===== src/rtl/zigzag_pkg.sv =====
// ============================================================================
// Module   : zigzag_pkg
// Brief    : Block geometry and JPEG zigzag scan table (zigzag -> raster index).
// Revision : 1.0  initial release
// ============================================================================
`default_nettype none

package zigzag_pkg;

  localparam int BLK_N = 64;

  // Entry k holds the raster index 8r+c of zigzag position k.
  localparam logic [5:0] ZZ [BLK_N] = '{
    6'd0,  6'd1,  6'd8,  6'd16, 6'd9,  6'd2,  6'd3,  6'd10,
    6'd17, 6'd24, 6'd32, 6'd25, 6'd18, 6'd11, 6'd4,  6'd5,
    6'd12, 6'd19, 6'd26, 6'd33, 6'd40, 6'd48, 6'd41, 6'd34,
    6'd27, 6'd20, 6'd13, 6'd6,  6'd7,  6'd14, 6'd21, 6'd28,
    6'd35, 6'd42, 6'd49, 6'd56, 6'd57, 6'd50, 6'd43, 6'd36,
    6'd29, 6'd22, 6'd15, 6'd23, 6'd30, 6'd37, 6'd44, 6'd51,
    6'd58, 6'd59, 6'd52, 6'd45, 6'd38, 6'd31, 6'd39, 6'd46,
    6'd53, 6'd60, 6'd61, 6'd54, 6'd47, 6'd55, 6'd62, 6'd63
  };

  function automatic logic [5:0] zz_raster(input logic [5:0] k);
    return ZZ[k];
  endfunction

endpackage

`default_nettype wire


===== src/rtl/zigzag_eob_scan.sv =====
// ============================================================================
// Module   : zigzag_eob_scan
// Brief    : Combinational finder of the last nonzero zigzag position of a
//            raster-ordered block (0 when the block is all zero).
// Revision : 1.0  initial release
// ============================================================================
`default_nettype none

module zigzag_eob_scan
  import zigzag_pkg::*;
#(
  parameter int COEF_W = 8
) (
  input  logic [BLK_N*COEF_W-1:0] block,
  output logic [5:0]              last_pos
);

  // Ascending scan: the highest nonzero zigzag position overwrites earlier ones.
  always_comb begin
    last_pos = '0;
    for (int k = 0; k < BLK_N; k++) begin
      if (block[COEF_W*zz_raster(6'(k)) +: COEF_W] != '0) begin
        last_pos = 6'(k);
      end
    end
  end

endmodule

`default_nettype wire


===== src/rtl/zigzag_stream_buffer.sv =====
// ============================================================================
// Module   : zigzag_stream_buffer
// Brief    : Ping-pong 8x8 block buffer that streams coefficients out in JPEG
//            zigzag order, one per beat, with index and last flags.
// Config   : define ZIGZAG_EOB_EN to end each block at its last nonzero beat.
// Revision : 1.0  initial release
// ============================================================================
`default_nettype none

module zigzag_stream_buffer
  import zigzag_pkg::*;
#(
  parameter int COEF_W = 8
) (
  input  logic                    clk,
  input  logic                    rst,
  input  logic                    in_valid,
  output logic                    in_ready,
  input  logic [BLK_N*COEF_W-1:0] in_block,
  output logic                    out_valid,
  input  logic                    out_ready,
  output logic [COEF_W-1:0]       out_coef,
  output logic [5:0]              out_idx,
  output logic                    out_last
);

  logic [COEF_W-1:0] r_bank [2][BLK_N];
  logic [1:0]        r_full;
  logic              r_wr_bank;
  logic              r_rd_bank;
  logic [5:0]        r_cnt;

  logic              w_accept;
  logic              w_beat;
  logic [5:0]        w_last_pos;

  assign in_ready  = !r_full[r_wr_bank] && !rst;
  assign out_valid = r_full[r_rd_bank];
  assign w_accept  = in_valid && in_ready;
  assign w_beat    = out_valid && out_ready;

`ifdef ZIGZAG_EOB_EN
  logic [5:0] w_scan_pos;
  logic [5:0] r_last_pos [2];

  zigzag_eob_scan #(
    .COEF_W (COEF_W)
  ) u_eob_scan (
    .block    (in_block),
    .last_pos (w_scan_pos)
  );

  // Per-bank end position is metadata only; it is read only while the bank is full.
  always_ff @(posedge clk) begin
    if (w_accept) begin
      r_last_pos[r_wr_bank] <= w_scan_pos;
    end
  end

  assign w_last_pos = r_last_pos[r_rd_bank];
`else
  assign w_last_pos = 6'd63;
`endif

  always_ff @(posedge clk) begin
    if (w_accept) begin
      for (int i = 0; i < BLK_N; i++) begin
        r_bank[r_wr_bank][i] <= in_block[COEF_W*i +: COEF_W];
      end
    end
  end

  // Accept and release always target different banks, so both may fire together.
  always_ff @(posedge clk) begin
    if (rst) begin
      r_full    <= '0;
      r_wr_bank <= 1'b0;
      r_rd_bank <= 1'b0;
      r_cnt     <= '0;
    end else begin
      if (w_accept) begin
        r_full[r_wr_bank] <= 1'b1;
        r_wr_bank         <= ~r_wr_bank;
      end
      if (w_beat) begin
        if (out_last) begin
          r_full[r_rd_bank] <= 1'b0;
          r_rd_bank         <= ~r_rd_bank;
          r_cnt             <= '0;
        end else begin
          r_cnt <= r_cnt + 6'd1;
        end
      end
    end
  end

  assign out_idx  = r_cnt;
  assign out_last = out_valid && (r_cnt == w_last_pos);
  assign out_coef = out_valid ? r_bank[r_rd_bank][zz_raster(r_cnt)] : '0;

endmodule

`default_nettype wire

===== config.mk =====
export PLATFORM = sky130hd
export DESIGN_NAME = zigzag_stream_buffer
export DESIGN_NICKNAME = d
export VERILOG_FILES = /design/src/rtl/zigzag_pkg.sv /design/src/rtl/zigzag_eob_scan.sv /design/src/rtl/zigzag_stream_buffer.sv
export SDC_FILE = /design/constraint.sdc
export NUM_CORES = 1
export LEC_CHECK = 0
export CORE_ASPECT_RATIO = 1.75
export CORE_MARGIN = 2
export CORE_UTILIZATION = 30
export CTS_BUF_LIST = sky130_fd_sc_hd__clkbuf_2 sky130_fd_sc_hd__clkbuf_4 sky130_fd_sc_hd__clkbuf_8
export CTS_CLUSTER_SIZE = 28
export DETAILED_ROUTE_END_ITERATION = 7
export DONT_BUFFER_PORTS = 1
export REMOVE_ABC_BUFFERS = 1
export SYNTH_ARGS = -nofsm -noshare
export SYNTH_HDL_FRONTEND = slang
export SYNTH_HIERARCHICAL = 1
export SYNTH_SLANG_ARGS = --single-unit

===== constraint.sdc =====
create_clock -name clk -period 26.6 [get_ports clk]
set_input_delay 5.32 -clock clk [delete_from_list [all_inputs] [get_ports clk]]
set_output_delay 5.32 -clock clk [all_outputs]
set_load 0.01 [all_outputs]

==> results of run 1 <==
registers in the layout, indices dropped and copies added (netlist names), named ones only:
register   cells
r_wr_bank      1
out_idx        6
r_rd_bank      1
r_full         2
r_bank      1024
critical path: stages (launching register included):
cell and delay (ns):
dfxtp_1 0.82, inv_1 0.35, ha_1 0.35, nand2_1 0.09, o21ai_0 0.11, mux4_2 0.55, o22ai_4 0.16, buf_4 0.52
buf_12 0.48, buf_4 0.81, mux2i_1 0.21, a221oi_2 0.29, o21ai_1 0.09, or3_1 0.47, a31oi_1 0.54, a311o_1 0.34
area by class of cell:
cell class	count	share of cell area
clock buffer	198	0.0537
timing repair buffer	43	0.00822
tap	1700	0.0469
clock inverter	74	0.0147
multi-input combinational	926	0.192
inverter	10	0.000827
sequential	1035	0.683
antenna	13	0.000717
path summary, 6_finish.rpt:
path | end | slack [ns] | cells after the start
setup / recovery | out_coef[5] | 13.95 | 15
hold / removal | r_full[1]$_SDFF_PP0_ | 0.53 | 2
setup reg to reg | r_bank[0][412]$_DFFE_PP_ | 21.03 | 8
hold reg to reg | r_full[1]$_SDFF_PP0_ | 0.53 | 2
metal layers:
metal	vias to the layer above	track usage	part of all wire
li1	8681	-	-
met1	10200	0.152	0.33
met2	855	0.263	0.50
met3	187	0.0931	0.14
met4	16	0.0618	0.031
met5	-	0	0.0011
power groups by stage:
stage	Combinational [uW]	Clock (uW)	Sequential (uW)
3_3_place_gp	113	0	1910
2_1_floorplan	102	0	1960
4_1_cts	116	1360	1880
6_report	114	1310	1880
3_5_place_dp	116	0	1920
5_1_grt	124	1420	1880
logic make-up after synthesis:
group / count (synthesis)
AO/OA/AOI/OAI: 204
multiplexers: 254
XOR/XNOR: 5
flip-flops: 1035
adder cells (fa/ha/maj): 15
buffers and inverters: 120
AND/OR/NAND/NOR: 448
per-stage QoR:
step / util / setup WS, ns / area, um2
2_1_floorplan: - / -1.94 / 39600
3_3_place_gp: 0.318 / 14.84 / 42200
3_5_place_dp: 0.318 / 14.74 / 42200
4_1_cts: 0.341 / 13.71 / 45300
5_1_grt: 0.341 / 13.41 / 45400
6_report: 0.341 / 13.95 / 45400
Yosys cell counts, drive strengths merged, types with 9 or more instances:
cell type  instances  area (um2)
o22ai             15         100
a221oi            23         245
mux4             192        4320
a21oi             21         105
clkbuf            41         154
nand2            222         836
nor2             102         393
or3               16         100
ha                15         188
dfxtp             11         220
or2                9        56.3
a311oi            10        87.6
nor4              15        93.8
mux2i             58         581
inv               10        37.5
nand4              9        56.3
nand3             47         235
edfxtp          1024       30700
buf               69         384
a31oi             24         150
o21ai             45         225
==> results_dict.tcl, run 1 <==
set metrics [dict create \
    synth.area.mux_share 0.123 \
    static-leakage-power_uw 0.0138 \
    cts_hold_buffers 0 \
    die-area_mm2 0.137 \
    postCtsResizedCells 0 \
    synth-warning-count 6 \
    synthDistinctLibCells 66 \
    cts-root-to-sink-buffers 3 \
    p_per_area_mw_per_mm2 72.9 \
    clockPowerShare 0.397 \
    synth-xor-area-share 0.00109 \
    post-route-drc-count 0 \
    grt_setup_unrepaired "false" \
    final_layout_size_suffix_gt1_frac 0.226 \
    post-cts-setup-buffers 0 \
    die_h_um 488 \
    largest_family_of_logic_cells_by_synthesized_area "multiplexers" \
    maxClockFrequency_mhz 79.0 \
    htreeDepth 4 \
    synth_edf_count 1024 \
    worstPathMaxFanout 124 \
    grt_pass1_wl_um 150000 \
    finalHoldWorstSlack_ns 0.533 \
    final_stage_net_count 2697 \
    critical_path.reg2reg.startpoint "r_wr_bank$_SDFFE_PP0P_" \
    fillCellCount 12500 \
    cts_inserted_buffers 150 \
    compound_cell_area_share_of_the_yosys_netlist 0.0378 \
    num_io_pins 533 \
    startpoint "out_idx[0]$_SDFFE_PP0P_" \
    number_of_antenna_violations_at_the_first_check_in_global_routing 19 \
    final_critical_path_share_of_the_clock_period 0.476 \
    global_route.overflow_total 0 \
    report.power.total_uw 3310 \
    commonest_cells_after_routing_fill_and_taps_aside "edfxtp_1 (1024), nand2_1 (217), mux4_2 (192)" \
    start_to_end_type_of_the_worst_setup_path "flop to output pin" \
    finalSetupTns_ns 0 \
    worst_clock_skew_ns 0.0304 \
    worst_setup_start_kind "flop" \
    yosys_most_used_dff "edfxtp_1" \
    area_delta_synth_final_pct 12.9 \
    hold_path.startpoint "r_full[1]$_SDFF_PP0_" \
    synth.ff_latch_count 1035 \
    max_cap_viol_count 0 \
    synthesis.instances 2081 \
    register_area_mm2 0.0310 \
    routed_wl_um 108000 \
    ys_async_sr_fraction 0 \
    synthSimpleGateAreaFrac 0.0484 \
    cp-end-kind "output pin" \
    route.antenna.remaining_nets 0 \
    worst_slew_pin_slew_ns 1.23 \
    wire_per_inst_um 26.9 \
    clock_sinks 1035 \
    critPathRequiredTime_ns 21.28 \
    intPower_uw 2610 \
    share_of_total_power_in_sequential_cells 0.569 \
    first_iter_violations 1385 \
    setup_violations 0 \
    comb_power_share 0.034 \
    vdd_drop_max_v 0.0000567 \
    dr.pass1.iters 5 \
    stdcell_count 3999 \
    numPortBuffers 0 \
    synth.avg_cell_area_um2 19.3 \
    final_max_slew_viol_count 0 \
    timing.slew.headroom 0.178 \
    die_w_um 281 \
    placement_rows 177 \
    hold_violations 0 \
    hp-class "flop to flop" \
    clk_pin_slew_worst_paths_ns 0.07 \
    clk_root_buffer_cell "clkbuf_8" \
    p_sw_uw 697 \
    track_usage 0.155 \
    multi_input_comb_area_mm2 0.00872 \
    detailed_place_hpwl_um 72300 \
    vias 19900 \
    core_area_mm2 0.133 \
    first_global_vias 21700 \
    layout.cells.most_common "edfxtp_1" \
    numPlacedInstances 3714 \
    synth.yosys.seq_area_share 0.771 \
    tritoncts "done" \
    area_of_the_mapped_netlist_mm2 0.0402 \
    gp_routability_congestion 0.814 \
    start_util 0.302 \
    outcome "complete, no violations" \
    grt_start_max_net_pins 167 \
    vias_per_cell 4.97 \
    final_period_minus_worst_setup_slack_ns 12.65 \
    yosys.area_share.adder 0.00467 \
    clock_latency_ns 0.86 \
    critical_path_at_ns 7.33 \
    p_sw_frac 0.211 \
]
No activity file was read; power rests on OpenSTA's default activity.
==> inputs of run 2 (changes only) <==
- clock period: 26.6 -> 12.1 ns (I/O delays scaled with it)
==> results_dict.tcl, run 2 (synthesis results as in run 1) <==
set metrics [dict create \
    outcome "complete, no violations" \
    num_io_pins 533 \
    detailed_place.area_mm2 0.0422 \
    final_stage_net_count 2692 \
    p_sw_frac 0.219 \
    first_global_vias 21800 \
    wire_per_inst_um 26.8 \
    critical_path.reg2reg.startpoint "r_wr_bank$_SDFFE_PP0P_" \
    finalSetupTns_ns 0 \
    hold_violations 0 \
    worstPathMaxFanout 26 \
    hp-class "flop to flop" \
    dr.pass1.iters 5 \
    report.power.total_uw 7210 \
    cts-root-to-sink-buffers 3 \
    largest_register_ffs 1024 \
    registers.top_by_ff_count "r_bank" \
    routed_wl_um 107000 \
    final_critical_path_share_of_the_clock_period 0.760 \
    numPortBuffers 0 \
    timing.hold.worst_endpoint "r_full[1]$_SDFF_PP0_" \
    startpoint "out_idx[0]$_SDFFE_PP0P_" \
    clock_latency_ns 0.90 \
    cpMaxStageDelayCell "dfxtp_1" \
    intPower_uw 5630 \
    critPathRequiredTime_ns 9.68 \
    cp_top_family "compound AO/OA/AOI/OAI gates" \
    vias_per_cell 4.99 \
    vdd_drop_max_v 0.000130 \
    die_w_um 281 \
    setup_violations 0 \
    crit_chain "inv_1 -> ha_1 -> xor2_1 -> o32a_1 -> a22o_2 -> buf_4 -> nand2_4 -> buf_4 -> nor2_1 -> a32o_1 -> a311oi_1 -> o2111ai_1 -> a31oi_1 -> a311o_1" \
    post-cts-setup-buffers 0 \
    post-route-drc-count 0 \
    number_of_antenna_violations_at_the_first_check_in_global_routing 18 \
    static-leakage-power_uw 0.0137 \
    clk_pin_slew_worst_paths_ns 0.06 \
    timing.slew.headroom 0.217 \
    grt_start_max_net_pins 169 \
    route.antenna.remaining_nets 0 \
    critical_path_at_ns 6.78 \
    core_area_mm2 0.133 \
    timing.critical_path.buf_inv 3 \
    tritoncts "done" \
    final_period_minus_worst_setup_slack_ns 9.20 \
    rr_worst_depth 7 \
    final_layout_size_suffix_gt1_frac 0.219 \
    finish.utilization 0.341 \
    p_sw_uw 1580 \
    p_per_area_mw_per_mm2 159 \
    placement_rows 177 \
    critical-path-top-cell-by-count "buf_4" \
    detailed_place_hpwl_um 72300 \
    vias 19900 \
    timing.final.ws_setup_ns 2.90 \
    htreeDepth 4 \
    fillCellCount 12400 \
    worst_clock_skew_ns 0.0471 \
    cp-end-kind "output pin" \
    hold_path.startpoint "r_full[1]$_SDFF_PP0_" \
    worst_slew_pin_slew_ns 1.18 \
    r2r_setup_slack_ns 7.74 \
    critical_path.reg2reg.endpoint "r_bank[0][356]$_DFFE_PP_" \
    max_cap_viol_count 0 \
    max_incr_delay_on_cp_ns 0.82 \
    postCtsResizedCells 0 \
    start_to_end_type_of_the_worst_setup_path "flop to output pin" \
    global_route.overflow_total 0 \
    grt_setup_unrepaired "false" \
    share_of_total_power_in_sequential_cells 0.574 \
    die_h_um 488 \
    area_delta_synth_final_pct 12.7 \
    maxClockFrequency_mhz 109 \
    start_util 0.302 \
    clk_root_buffer_cell "clkbuf_8" \
    cts_inserted_buffers 151 \
    worst_setup_start_kind "flop" \
    preCtsSetupSlack_ns 3.84 \
    layout.cells.most_common "edfxtp_1" \
    gp_routability_congestion 0.809 \
    final_max_slew_viol_count 0 \
    hold_depth 2 \
    final_area_mm2 0.0453 \
    comb_power_share 0.036 \
    cts_hold_buffers 0 \
    first_iter_violations 1382 \
    die-area_mm2 0.137 \
    grt_pass1_wl_um 150000 \
    clockPowerShare 0.390 \
    commonest_cells_after_routing_fill_and_taps_aside "edfxtp_1 (1024), nand2_1 (217), mux4_2 (192)" \
    track_usage 0.154 \
    clock_sinks 1035 \
]
-- run 2: cell types whose count changed in the layout (fill, tap and decap cells not counted), moves of 5 or more --
cell / delta
bufinv_16: -5
inv_12: +5
clkbuf_4: -9
clkinv_1: +12
buf_4: -10
-- run 2: power by group through the flow --
stage	registers, uW	clock network [uW]	logic (uW)
global route	4140	3040	281
floorplan	4310	0	225
finish	4140	2810	260
global placement	4200	0	259
detailed placement	4210	0	266
CTS	4140	2910	267
-- run 2: final cells by class --
type / count / area, um2 / area share
tap: 1700 / 2130 / 0.0470
clock inverter: 84 / 656 / 0.0145
antenna: 9 / 22.5 / 0.000497
sequential: 1035 / 31000 / 0.684
timing repair buffer: 37 / 378 / 0.00834
inverter: 10 / 37.5 / 0.000829
clock buffer: 190 / 2380 / 0.0526
multi-input combinational: 926 / 8720 / 0.193
-- run 2: worst max path at each step --
stage	cells after the start	endpoint
floorplan	3	r_bank[0][0]$_DFFE_PP_
finish	14	out_coef[7]
detailed placement	14	out_coef[2]
CTS	14	out_coef[2]
global placement	14	out_coef[7]
global route	14	out_coef[2]
-- run 2: worst reg2reg max path, cell delays in order (launching register included) --
cell and delay [ns]:
dfxtp_1 0.44, nor2b_1 0.07, a211oi_1 0.80, nand2_1 0.27
nor2_4 0.15, buf_4 0.50, buf_12 0.72, buf_4 1.00
-- run 2: through the flow --
step | instances | hold WS [ns]
2_1_floorplan | 1971 | 0.486
6_report | 3991 | 0.523
4_1_cts | 3982 | 0.524
3_5_place_dp | 3708 | 0.515
3_3_place_gp | 3708 | 0.504
5_1_grt | 3983 | 0.572
-- run 2: per-layer routing --
| layer | GRT usage | routed length [um] | part of all wire |
|---|---|---|---|
| met3 | 0.0936 | 15000 | 0.14 |
| met2 | 0.265 | 53800 | 0.50 |
| met5 | 0 | 146 | 0.0014 |
| met4 | 0.0534 | 2760 | 0.026 |
| met1 | 0.152 | 35200 | 0.33 |
==> inputs of run 3 (changes only) <==
- clock period: 12.1 -> 9.3 ns (I/O delays scaled with it)
==> results_dict.tcl, run 3 (synthesis results as in run 1) <==
set metrics [dict create \
    outcome "complete, no violations" \
    final_area_mm2 0.0456 \
    intPower_uw 7530 \
    p_sw_frac 0.219 \
    cp-end-kind "output pin" \
    grt_start_max_net_pins 181 \
    final_max_slew_viol_count 0 \
    cts_hold_buffers 0 \
    static-leakage-power_uw 0.0139 \
    maxClockFrequency_mhz 115 \
    area_delta_synth_final_pct 13.4 \
    commonest_cells_after_routing_fill_and_taps_aside "edfxtp_1 (1024), nand2_1 (217), mux4_2 (192)" \
    die_h_um 488 \
    post-cts-setup-buffers 0 \
    routed_wl_um 110000 \
    grt_setup_unrepaired "false" \
    finalSetupTns_ns 0 \
    placement_rows 177 \
    layout.cells.most_common "edfxtp_1" \
    track_usage 0.158 \
    hold_violations 0 \
    max_cap_viol_count 0 \
    final_stage_net_count 2697 \
    cts_inserted_buffers 153 \
    final_period_minus_worst_setup_slack_ns 8.70 \
    timing.final.ws_setup_ns 0.597 \
    core_area_mm2 0.133 \
    clk_root_buffer_cell "clkbuf_8" \
    preCtsSetupSlack_ns 1.45 \
    num_io_pins 533 \
    vias 20100 \
    final_layout_size_suffix_gt1_frac 0.224 \
    share_of_total_power_in_sequential_cells 0.557 \
    clockPowerShare 0.407 \
    final_critical_path_share_of_the_clock_period 0.936 \
    hp-class "flop to flop" \
    start_util 0.302 \
    numPortBuffers 0 \
    die_w_um 281 \
    post-route-drc-count 0 \
    clock_sinks 1035 \
    critical_path_at_ns 6.84 \
    p_sw_uw 2120 \
    postCtsResizedCells 0 \
    worstPathMaxFanout 20 \
    timing.slew.headroom 0.183 \
    first_global_vias 21800 \
    clock_latency_ns 0.90 \
    route.antenna.remaining_nets 0 \
    comb_power_share 0.036 \
    dr.pass1.iters 8 \
    critPathRequiredTime_ns 7.44 \
    vias_per_cell 5.01 \
    htreeDepth 4 \
    detailed_place.area_mm2 0.0423 \
    wire_per_inst_um 27.5 \
    number_of_antenna_violations_at_the_first_check_in_global_routing 21 \
    start_to_end_type_of_the_worst_setup_path "flop to output pin" \
    setup_violations 0 \
    vdd_drop_max_v 0.000194 \
    detailed_place_hpwl_um 75900 \
    gp_routability_congestion 0.830 \
    fillCellCount 12400 \
    finalHoldWorstSlack_ns 0.530 \
    worst_setup_start_kind "flop" \
    tritoncts "done" \
    largest_register_ffs 1024 \
    cts-root-to-sink-buffers 3 \
    die-area_mm2 0.137 \
    first_iter_violations 1527 \
    global_route.overflow_total 0 \
    grt_pass1_wl_um 153000 \
    registers.top_by_ff_count "r_bank" \
    p_per_area_mw_per_mm2 212 \
    worst_clock_skew_ns 0.0576 \
    worst_slew_pin_slew_ns 1.22 \
    clk_pin_slew_worst_paths_ns 0.08 \
]
-- run 3: per-stage QoR --
| step | utilization | power (uW) | std cells |
|---|---|---|---|
| finish | 0.343 | 9650 | 4002 |
| global route | 0.343 | 9990 | 3998 |
| CTS | 0.343 | 9790 | 3993 |
| detailed placement | 0.318 | 5830 | 3711 |
| global placement | 0.318 | 5810 | 3711 |
| floorplan | - | 5900 | 1971 |
-- run 3: area by class of cell --
| type | instances | area [um2] | share of cell area |
|---|---|---|---|
| clock buffer | 182 | 2330 | 0.0511 |
| inverter | 10 | 37.5 | 0.000824 |
| timing repair buffer | 40 | 425 | 0.00933 |
| sequential | 1035 | 31000 | 0.680 |
| clock inverter | 100 | 942 | 0.0207 |
| multi-input combinational | 926 | 8720 | 0.191 |
| antenna | 9 | 22.5 | 0.000494 |
| tap | 1700 | 2130 | 0.0467 |
-- run 3: power by group through the flow --
stage               sequential (uW)  combinational, uW  clock, uW
finish                         5380                346       3930
global route                   5390                373       4230
CTS                            5380                355       4060
detailed placement             5480                354          0
global placement               5470                346          0
floorplan                      5610                293          0
-- run 3: worst paths after layout --
kind,from,slack (ns),end,depth (start not counted)
setup reg to reg,r_wr_bank$_SDFFE_PP0P_,5.56,r_bank[0][339]$_DFFE_PP_,6
hold reg to reg,r_full[1]$_SDFF_PP0_,0.53,r_full[1]$_SDFF_PP0_,2
setup / recovery,out_idx[0]$_SDFFE_PP0P_,0.60,out_coef[7],12
hold / removal,r_full[1]$_SDFF_PP0_,0.53,r_full[1]$_SDFF_PP0_,2
-- run 3: metal layers --
| metal | routed length [um] | vias to the layer above | share of wire | track usage |
|---|---|---|---|---|
| li1 | - | 8692 | - | - |
| met1 | 35800 | 10200 | 0.33 | 0.153 |
| met2 | 54900 | 903 | 0.50 | 0.268 |
| met3 | 15500 | 224 | 0.14 | 0.0953 |
| met4 | 3640 | 22 | 0.033 | 0.0689 |
| met5 | 168 | - | 0.0015 | 0 |
-- run 3: worst max-delay path, cell delays in order (launching register included) --
cell and delay [ns]:
dfxtp_1 0.82, inv_1 0.38, ha_1 0.31, a31oi_1 0.38
o32a_2 0.64, nand2_2 0.57, nor2_4 0.88, buf_4 0.33
a221oi_1 0.10, o21ai_0 0.31, o22a_1 0.39, a31oi_1 0.21
a311o_1 0.56
